[config.mk]
export PLATFORM = sky130hd
export DESIGN_NAME = polar_clip_mul_rr_sched
export DESIGN_NICKNAME = d
export VERILOG_FILES = /design/src/rtl/polar_clip_mul_rr_sched.sv
export SDC_FILE = /design/constraint.sdc
export NUM_CORES = 1
export LEC_CHECK = 0
export BUFFER_PORTS_ARGS = -buffer_cell sky130_fd_sc_hd__buf_4
export CELL_PAD_IN_SITES_DETAIL_PLACEMENT = 0
export CELL_PAD_IN_SITES_GLOBAL_PLACEMENT = 1
export CORE_ASPECT_RATIO = 0.6
export CORE_MARGIN = 3
export CORE_UTILIZATION = 35
export CTS_CLUSTER_SIZE = 40
export DETAILED_ROUTE_END_ITERATION = 10
export PLACE_DENSITY = 0.63
export SLEW_MARGIN = 25
export SYNTH_ARGS = -nofsm -noshare
export SYNTH_HDL_FRONTEND = slang
export SYNTH_SLANG_ARGS = --single-unit
[constraint.sdc]
create_clock -name clk -period 7.55 [get_ports clk]
set_input_delay 2.265 -clock clk [delete_from_list [all_inputs] [get_ports clk]]
set_output_delay 2.265 -clock clk [all_outputs]
set_load 0.1 [all_outputs]
[src/rtl/polar_clip_mul_rr_sched.sv]
// rtl/polar_clip_mul_rr_sched.sv - round-robin share of one 3-stage 25s x 9u multiplier among NUM_REQ requesters
// Optional per-requester grant and stall counters under POLAR_CLIP_RR_STATS_EN.

module polar_clip_mul_mul_25s_9ns_25_4_1 (
    input  logic        clk,
    input  logic        ce,
    input  logic [24:0] din0,
    input  logic [8:0]  din1,
    output logic [24:0] dout
);
    logic signed [24:0] a_q;
    logic        [8:0]  b_q;
    logic        [24:0] p_q;
    logic        [24:0] dout_q;
    logic signed [24:0] b_ext;
    logic signed [24:0] prod;

    // Only the low 25 bits survive, so the product is formed at that width.
    assign b_ext = {16'b0, b_q};
    assign prod  = a_q * b_ext;
    assign dout  = dout_q;

    always_ff @(posedge clk) begin
        if (ce) begin
            a_q    <= din0;
            b_q    <= din1;
            p_q    <= prod;
            dout_q <= p_q;
        end
    end
endmodule

module polar_clip_mul_rr_sched #(
    parameter int NUM_REQ = 2,
    parameter int IDW     = (NUM_REQ > 1) ? $clog2(NUM_REQ) : 1
) (
    input  logic                  clk,
    input  logic                  reset_n,
    input  logic [NUM_REQ-1:0]    req_valid,
    output logic [NUM_REQ-1:0]    req_ready,
    input  logic [NUM_REQ*25-1:0] req_a,
    input  logic [NUM_REQ*9-1:0]  req_b,
    output logic [NUM_REQ-1:0]    res_valid,
    input  logic [NUM_REQ-1:0]    res_ready,
    output logic [24:0]           res_p,
    input  logic                  drain_req,
    output logic                  drain_done,
    output logic                  busy
`ifdef POLAR_CLIP_RR_STATS_EN
    ,
    output logic [NUM_REQ*32-1:0] stat_grants,
    output logic [31:0]           stat_stalls
`endif
);
    localparam int MUL_LAT = 3;
    localparam logic [1:0] ST_RUN     = 2'd0;
    localparam logic [1:0] ST_DRAIN   = 2'd1;
    localparam logic [1:0] ST_DRAINED = 2'd2;

    logic [1:0]                  state_q, state_d;
    logic [IDW-1:0]              ptr_q;
    logic [MUL_LAT-1:0]          vld_q;
    logic [MUL_LAT-1:0][IDW-1:0] id_q;

    logic           tail_vld;
    logic [IDW-1:0] tail_id;
    logic           ce;
    logic           found;
    logic [IDW-1:0] gnt_id;
    logic [IDW-1:0] cand;
    logic           issue;
    logic [24:0]    din0;
    logic [8:0]     din1;
    logic [24:0]    mul_dout;

    assign tail_vld = vld_q[MUL_LAT-1];
    assign tail_id  = id_q[MUL_LAT-1];
    assign ce       = !(tail_vld && !res_ready[tail_id]);

    // Search ptr+1, ptr+2, ... so the last winner has lowest priority.
    always_comb begin
        found  = 1'b0;
        gnt_id = '0;
        cand   = '0;
        for (int k = 1; k <= NUM_REQ; k++) begin
            cand = IDW'((int'(ptr_q) + k) % NUM_REQ);
            if (!found && req_valid[cand]) begin
                found  = 1'b1;
                gnt_id = cand;
            end
        end
        issue = found && ce && (state_q == ST_RUN) && !drain_req && reset_n;
    end

    always_comb begin
        din0      = '0;
        din1      = '0;
        req_ready = '0;
        res_valid = '0;
        for (int i = 0; i < NUM_REQ; i++) begin
            if (gnt_id == IDW'(i)) begin
                din0 = req_a[25*i +: 25];
                din1 = req_b[9*i +: 9];
            end
            req_ready[i] = issue && (gnt_id == IDW'(i));
            res_valid[i] = tail_vld && (tail_id == IDW'(i));
        end
    end

    always_comb begin
        state_d = state_q;
        case (state_q)
            ST_RUN:     if (drain_req) state_d = ST_DRAIN;
            ST_DRAIN: begin
                if (vld_q == '0)     state_d = ST_DRAINED;
                else if (!drain_req) state_d = ST_RUN;
            end
            ST_DRAINED: if (!drain_req) state_d = ST_RUN;
            default:    state_d = ST_RUN;
        endcase
    end

    assign res_p      = tail_vld ? mul_dout : '0;
    assign busy       = |vld_q;
    assign drain_done = (state_q == ST_DRAINED);

    always_ff @(posedge clk) begin
        if (!reset_n) begin
            state_q <= ST_RUN;
            ptr_q   <= IDW'(NUM_REQ - 1);
            vld_q   <= '0;
        end else begin
            state_q <= state_d;
            if (ce) begin
                vld_q <= {vld_q[MUL_LAT-2:0], issue};
                id_q  <= {id_q[MUL_LAT-2:0], gnt_id};
            end
            if (issue) ptr_q <= gnt_id;
        end
    end

    polar_clip_mul_mul_25s_9ns_25_4_1 u_mul (
        .clk  (clk),
        .ce   (ce),
        .din0 (din0),
        .din1 (din1),
        .dout (mul_dout)
    );

`ifdef POLAR_CLIP_RR_STATS_EN
    logic [31:0] grants_q [NUM_REQ];
    logic [31:0] stalls_q;

    always_ff @(posedge clk) begin
        if (!reset_n) begin
            stalls_q <= '0;
            for (int i = 0; i < NUM_REQ; i++) grants_q[i] <= '0;
        end else begin
            if (!ce && stalls_q != '1) stalls_q <= stalls_q + 32'd1;
            for (int i = 0; i < NUM_REQ; i++) begin
                if (req_ready[i] && grants_q[i] != '1) grants_q[i] <= grants_q[i] + 32'd1;
            end
        end
    end

    always_comb begin
        stat_grants = '0;
        for (int i = 0; i < NUM_REQ; i++) stat_grants[32*i +: 32] = grants_q[i];
    end
    assign stat_stalls = stalls_q;
`endif
endmodule
==> results of run 1 <==
-- layout make-up --
cell class                      count  area (µm²)  share of cell area [%]
Clock inverter                      7       66.31                  0.6260
Timing Repair Buffer              111       833.3                   7.866
Clock buffer                        9       225.2                   2.126
Multi-Input combinational cell    582        5764                   54.41
Inverter                          141       529.3                   4.996
Tap cell                          352       440.4                   4.157
Sequential cell                    93        2733                   25.79
Antenna cell                        1       2.502                 0.02362
-- cells in the final DEF, fill, tap and decap left out, types with 3 or more instances in the layout --
| cell type | n |
|---|---|
| inv_8 | 3 |
| nor2_1 | 12 |
| mux2_2 | 34 |
| clkbuf_16 | 9 |
| o31ai_1 | 3 |
| inv_1 | 141 |
| nand2_1 | 107 |
| a21oi_1 | 20 |
| nor3_1 | 3 |
| fa_1 | 127 |
| o21a_1 | 5 |
| dfxtp_1 | 6 |
| edfxtp_1 | 87 |
| a21o_1 | 14 |
| o21ai_0 | 9 |
| and2_1 | 117 |
| ha_1 | 54 |
| a211oi_1 | 5 |
| o21ai_1 | 3 |
| buf_4 | 111 |
| xnor2_1 | 29 |
| xor2_1 | 6 |
-- how the worst max path moves through the flow --
stage,depth (start not counted),end
CTS,19,u_mul.p_q[22]
global route,19,u_mul.p_q[22]
global placement,19,u_mul.p_q[22]
detailed placement,19,u_mul.p_q[22]
finish,19,u_mul.p_q[22]
floorplan,4,req_ready[1]
-- layer usage --
metal	routed length, µm	track usage [%]
met3	1093	3.698
met5	0	0
met4	144	2.732
met2	8731	22.70
met1	11500	25.06
-- kinds of logic (layout without fill, tap and decap cells) --
logic type                 count (synthesis)  after routing  share of synthesized area (%)
AOI/OAI and AO/OA                         77             77                          5.846
xor gates and xnor gates                  35             35                          3.354
adders and majority gates                181            181                          35.21
buffers and inverters                    176            268                          7.229
DFF                                       93             93                          29.90
muxes                                     36             36                          4.409
other                                      0              1                              0
and+or+nand+nor                          253            253                          14.05
-- state kept, by name, summed over array words and instances, names as in the netlist --
register,cells
u_mul.dout,25
u_mul.b_q,9
u_mul.a_q,25
vld_q,3
id_q,2
state_q,2
u_mul.p_q,25
ptr_q,1
tail_id,1
-- metrics by stage --
step                      area, µm²  cells  utilization (%)  worst slack (ps)  hold slack, ps
after global routing          10590   1295            41.53              1172           426.6
after detailed placement      10300   1279            40.38              1554           404.5
after CTS                     10590   1295            41.53              1535           421.8
final                         10590   1296            41.54              1554           419.4
after global placement        10300   1279            40.38              1676           400.0
after floorplan                9141    851                -             131.7           400.3
==> flow_summary_export.csv, run 1 <==
group,metric,value,unit
critical_path,worst_r2r_endpoint,"u_mul.p_q[22]",
hold_path,hold_class,"reg -> reg",
clock_network,root_buffer,"clkbuf_16",
logic_synthesis,synth_top_area_share,28.59,%
finish,area_growth,15.92,%
critical_path,slowest_stage,"edfxtp_1",
critical_path,worstPathRequired,7670,ps
drt,drt_iter0_markers,359,
logic_synthesis,synth_top_cells_by_count,"inv_1 (141), fa_1 (127), and2_1 (117)",
global_route,grt.overflow.total,0,
logic_synthesis,async_flop_share,0,%
global_route,grt_max_degree,67,
drt,routed-via-count,6005,
logic_synthesis,syn_area,9139,µm²
clock_network,cts_resized,0,
sta,max_freq,166.8,MHz
critical_path,reg2reg_depth,19,
sta,setup-violations-final,0,
logic_synthesis,synth_top_cell_by_area,"edfxtp_1",
logic_synthesis,synth.most_common_cell,"inv_1",
drt,wl_per_cell,16.56,µm
sta,fin_crit,5996,ps
drt,routed_wl,21.47,mm
critical_path,crit_fanout,24,
floorplan,core,25510,µm²
critical_path,rrSetupSlack,1550,ps
sta,grt_setup_unrepaired,"false",
sta,setup_tns,0,ps
critical_path,cp-start-kind,"flip-flop",
clock_network,holdBufCountCts,0,
logic_synthesis,yosysSeqAreaShare,29.90,%
clock_network,cts_num_sinks,93,
drt,drt-vias-per-instance,4.633,
clock_network,insertion_delay,370,ps
critical_path,cpPeakStageDelay,960,ps
finish,final_layout_size_suffix_gt1_share,17.82,%
floorplan,num_io_pins,106,
critical_path,cp-end-kind,"flip-flop",
clock_network,path_clk_slew,80,ps
critical_path,worstSetupPathType,"reg -> reg",
logic_synthesis,ys_warn_count,0,
hold_path,worstHoldStart,"u_mul.p_q[2]",
clock_network,cts-htree-levels,3,
clock_network,numCtsBuffers,9,
logic_synthesis,yosysUniqueCellTypes,45,
placement,port_buffers,105,
floorplan,fp.dieW,214.6,µm
run,max-cap-violations,0,
clock_network,cts_tree,"done",
critical_path,path_buf_inv,5,
logic_synthesis,synth_edf_count,87,
global_route,grt_pass1_vias,6374,
sta,relSlewSlack,37.04,%
drt,ant_nets,0,
floorplan,die-height,131.2,µm
global_route,grt_pass1_wl,35.15,mm
finish,num-nets-final,1194,
floorplan,start_util,35.83,%
critical_path,arrival,6120,ps
critical_path,critical_path.top_delay_family,"adder cells",
sta,min_period_over_period,79.42,%
sta,tightest_slew,944.3,ps
critical_path,path_cells,"nand2_1 > fa_1 > inv_1 > fa_1 > inv_1 > fa_1 > inv_1 > fa_1 > inv_1 > fa_1 > inv_1 > ha_1 > nor3_1 > o21a_1 > o31ai_1 > a2bb2oi_1 > o21bai_1 > a21oi_1 > xnor2_1",
clock_network,cts_buffer_depth,2,
logic_synthesis,ys_ff_latch,93,
clock_network,postCtsSetupRepairBufs,0,
global_route,antenna_found_initial,1,
drt,drc,0,
hold_path,whs_endpoint,"u_mul.dout[2]",
sta,fin_skew,10.56,ps
sta,finalHoldViolCount,0,
placement,gp_congestion,0.8402,
logic_synthesis,syn_inst,851,
critical_path,timing.rr.start,"u_mul.b_q[1]",
sta,slew_viol_final,0,
placement,place_hpwl,16.53,mm
floorplan,core.rowCount,45,
drt,firstDrtPassIters,5,
status,status,"finished, final reports clean",
critical_path,startpoint,"u_mul.b_q[1]",
logic_synthesis,synth_nets,1107,
finish,num-fill-cells,2541,
global_route,grtUsageTotal,16.02,%
logic_synthesis,syn_area_per_cell,10.74,µm²
logic_synthesis,yosys-top-cells-area,"edfxtp_1 (29%), fa_1 (28%), and2_1 (8.0%), ha_1 (7.4%), inv_1 (5.8%)",
logic_synthesis,synthFlopType,"edfxtp_1",
hold_path,min_delay_path_depth,0,
floorplan,dieArea,28150,µm²
Power of run 1 is not shown: default switching activity piles up to over one toggle a cycle in this logic, so the estimate is an artifact.
==> inputs of run 2 (changes only) <==
- clock period: 7.55 -> 5.83 ns (I/O delays scaled with it)
==> run 2 against run 1 <==
  * Final cell count grew 1.9%
  * First-iteration DRC count shrank 17%
  * Count of clock-buffer cells in the layout grew 3
  * Non-clock buffer count grew 26
  * Largest cell class unchanged
  * Critical endpoint is now u_mul.p_q[24]
  * Utilization grew 0.98 points
  * Worst hold slack is essentially flat
  * Via count grew 2.0%
==> flow_summary_export.csv, run 2 (synthesis results as in run 1) <==
group,metric,value,unit
finish,final_layout_size_suffix_gt1_share,20.23,%
status,status,"finished, final reports clean",
critical_path,crit_fanout,9,
sta,fin_skew,5.686,ps
floorplan,core,25510,µm²
clock_network,holdBufCountCts,0,
sta,slew_viol_final,0,
floorplan,num_io_pins,106,
sta,max_freq,182.7,MHz
clock_network,path_clk_slew,70,ps
sta,setup_tns,0,ps
global_route,grt_max_degree,68,
sta,min_period_over_period,93.90,%
critical_path,worstSetupPathType,"reg -> reg",
critical_path,cp-end-kind,"flip-flop",
drt,firstDrtPassIters,4,
placement,port_buffers,105,
finish,layout_common_cells,"inv_1 (141), buf_4 (135), fa_1 (127), and2_1 (117), nand2_1 (107)",
finish,num-nets-final,1220,
critical_path,slowest_stage,"edfxtp_1",
clock_network,numCtsBuffers,9,
floorplan,fp.dieW,214.6,µm
critical_path,arrival,5590,ps
critical_path,path_buf_inv,4,
drt,drt-vias-per-instance,4.639,
clock_network,cts_num_sinks,93,
critical_path,critical_path.top_delay_family,"adder cells",
placement,gp_congestion,0.8190,
drt,ant_nets,0,
sta,grt_setup_unrepaired,"false",
drt,routed_wl,21.81,mm
clock_network,cts-htree-levels,3,
clock_network,cts_buffer_depth,2,
finish,final_common_cell,"inv_1",
critical_path,cp-start-kind,"flip-flop",
critical_path,worstPathRequired,5950,ps
critical_path,cpPeakStageDelay,630,ps
critical_path,crit_top_cell,"fa_1",
global_route,grt.overflow.total,0,
finish,area_growth,18.66,%
floorplan,core.rowCount,45,
global_route,antenna_found_initial,0,
hold_path,hold_class,"reg -> reg",
drt,wl_per_cell,16.51,µm
sta,setup-violations-final,0,
finish,diodes,0,
floorplan,dieArea,28150,µm²
global_route,grt_pass1_wl,36.36,mm
floorplan,die-height,131.2,µm
sta,fin_crit,5474,ps
sta,relSlewSlack,42.84,%
sta,finalHoldViolCount,0,
run,max-cap-violations,0,
sta,tightest_slew,857.3,ps
critical_path,path_cells,"nand2_1 > fa_1 > inv_1 > fa_1 > fa_1 > fa_1 > inv_1 > fa_1 > inv_1 > ha_1 > and4_1 > a211oi_1 > o31ai_1 > buf_4 > a2bb2oi_1 > o21ai_1 > a21oi_1 > xnor2_1",
global_route,grt_pass1_vias,6531,
drt,drc,0,
drt,drt_iter0_markers,299,
placement,place_hpwl,17.33,mm
drt,routed-via-count,6128,
global_route,grtUsageTotal,16.61,%
floorplan,start_util,35.83,%
clock_network,cts_tree,"done",
clock_network,insertion_delay,370,ps
clock_network,root_buffer,"clkbuf_16",
==> run 2: cell count changes in the layout (fill, tap and decap cells not counted), sizes merged <==
cell / change
buf: +26
clkbuf: +3
clkinv: -1
clkinvlp: -2
diode: -1
==> run 2: final cells by class <==
type / count / area (µm²)
clock buffer: 12 / 289.0
multi-input combinational: 582 / 5769
fill: 2486 / 14660
clock inverter: 4 / 30.03
tap: 352 / 440.4
inverter: 141 / 529.3
sequential: 93 / 2733
timing repair buffer: 137 / 1054
==> run 2: layer usage <==
layer	up-vias	share of wire (%)	global-route usage [%]
met1	3057	52	25.54
met3	13	5.6	3.883
met4	0	0.96	3.950
li1	2922	-	-
met5	-	0	0
met2	136	41	23.47
==> run 2: per-stage QoR <==
step | setup WS, ps | utilization [%] | std cells | hold WS [ps] | cell area (µm²)
final | 355.5 | 42.52 | 1321 | 419.7 | 10840
after detailed placement | 350.4 | 41.18 | 1302 | 404.5 | 10500
after floorplan | 341.7 | - | 851 | 400.3 | 9151
after global placement | 366.6 | 41.18 | 1302 | 400.7 | 10500
after global routing | 3.683 | 42.52 | 1321 | 425.2 | 10840
after CTS | 344.3 | 42.43 | 1318 | 414.9 | 10820
==> run 2: worst register-to-register path: stages, from the launching register on <==
cell and delay, ps:
edfxtp_1 630, nand2_1 160, fa_1 550, inv_1 60, fa_1 480, fa_1 500, fa_1 490, inv_1 50
fa_1 470, inv_1 40, ha_1 370, and4_1 230, a211oi_1 220, o31ai_1 120, buf_4 160, a2bb2oi_1 280
o21ai_1 120, a21oi_1 190, xnor2_1 80
==> run 2: path summary, 6_finish.rpt <==
| check | from | to | slack (ps) | depth (start not counted) |
|---|---|---|---|---|
| hold reg to reg | u_mul.p_q[9] | u_mul.dout[9] | 420 | 0 |
| setup reg to reg | u_mul.a_q[12] | u_mul.p_q[24] | 360 | 18 |
| hold / removal | u_mul.p_q[9] | u_mul.dout[9] | 420 | 0 |
| setup / recovery | u_mul.a_q[12] | u_mul.p_q[24] | 360 | 18 |
==> run 2: what timing repair did <==
item / in CTS / in global routing
setup endpoints to repair: 0 / 1
gates resized for setup: 0 / 0
setup buffers: 0 / 3
Power of run 2 is left out for the same reason.
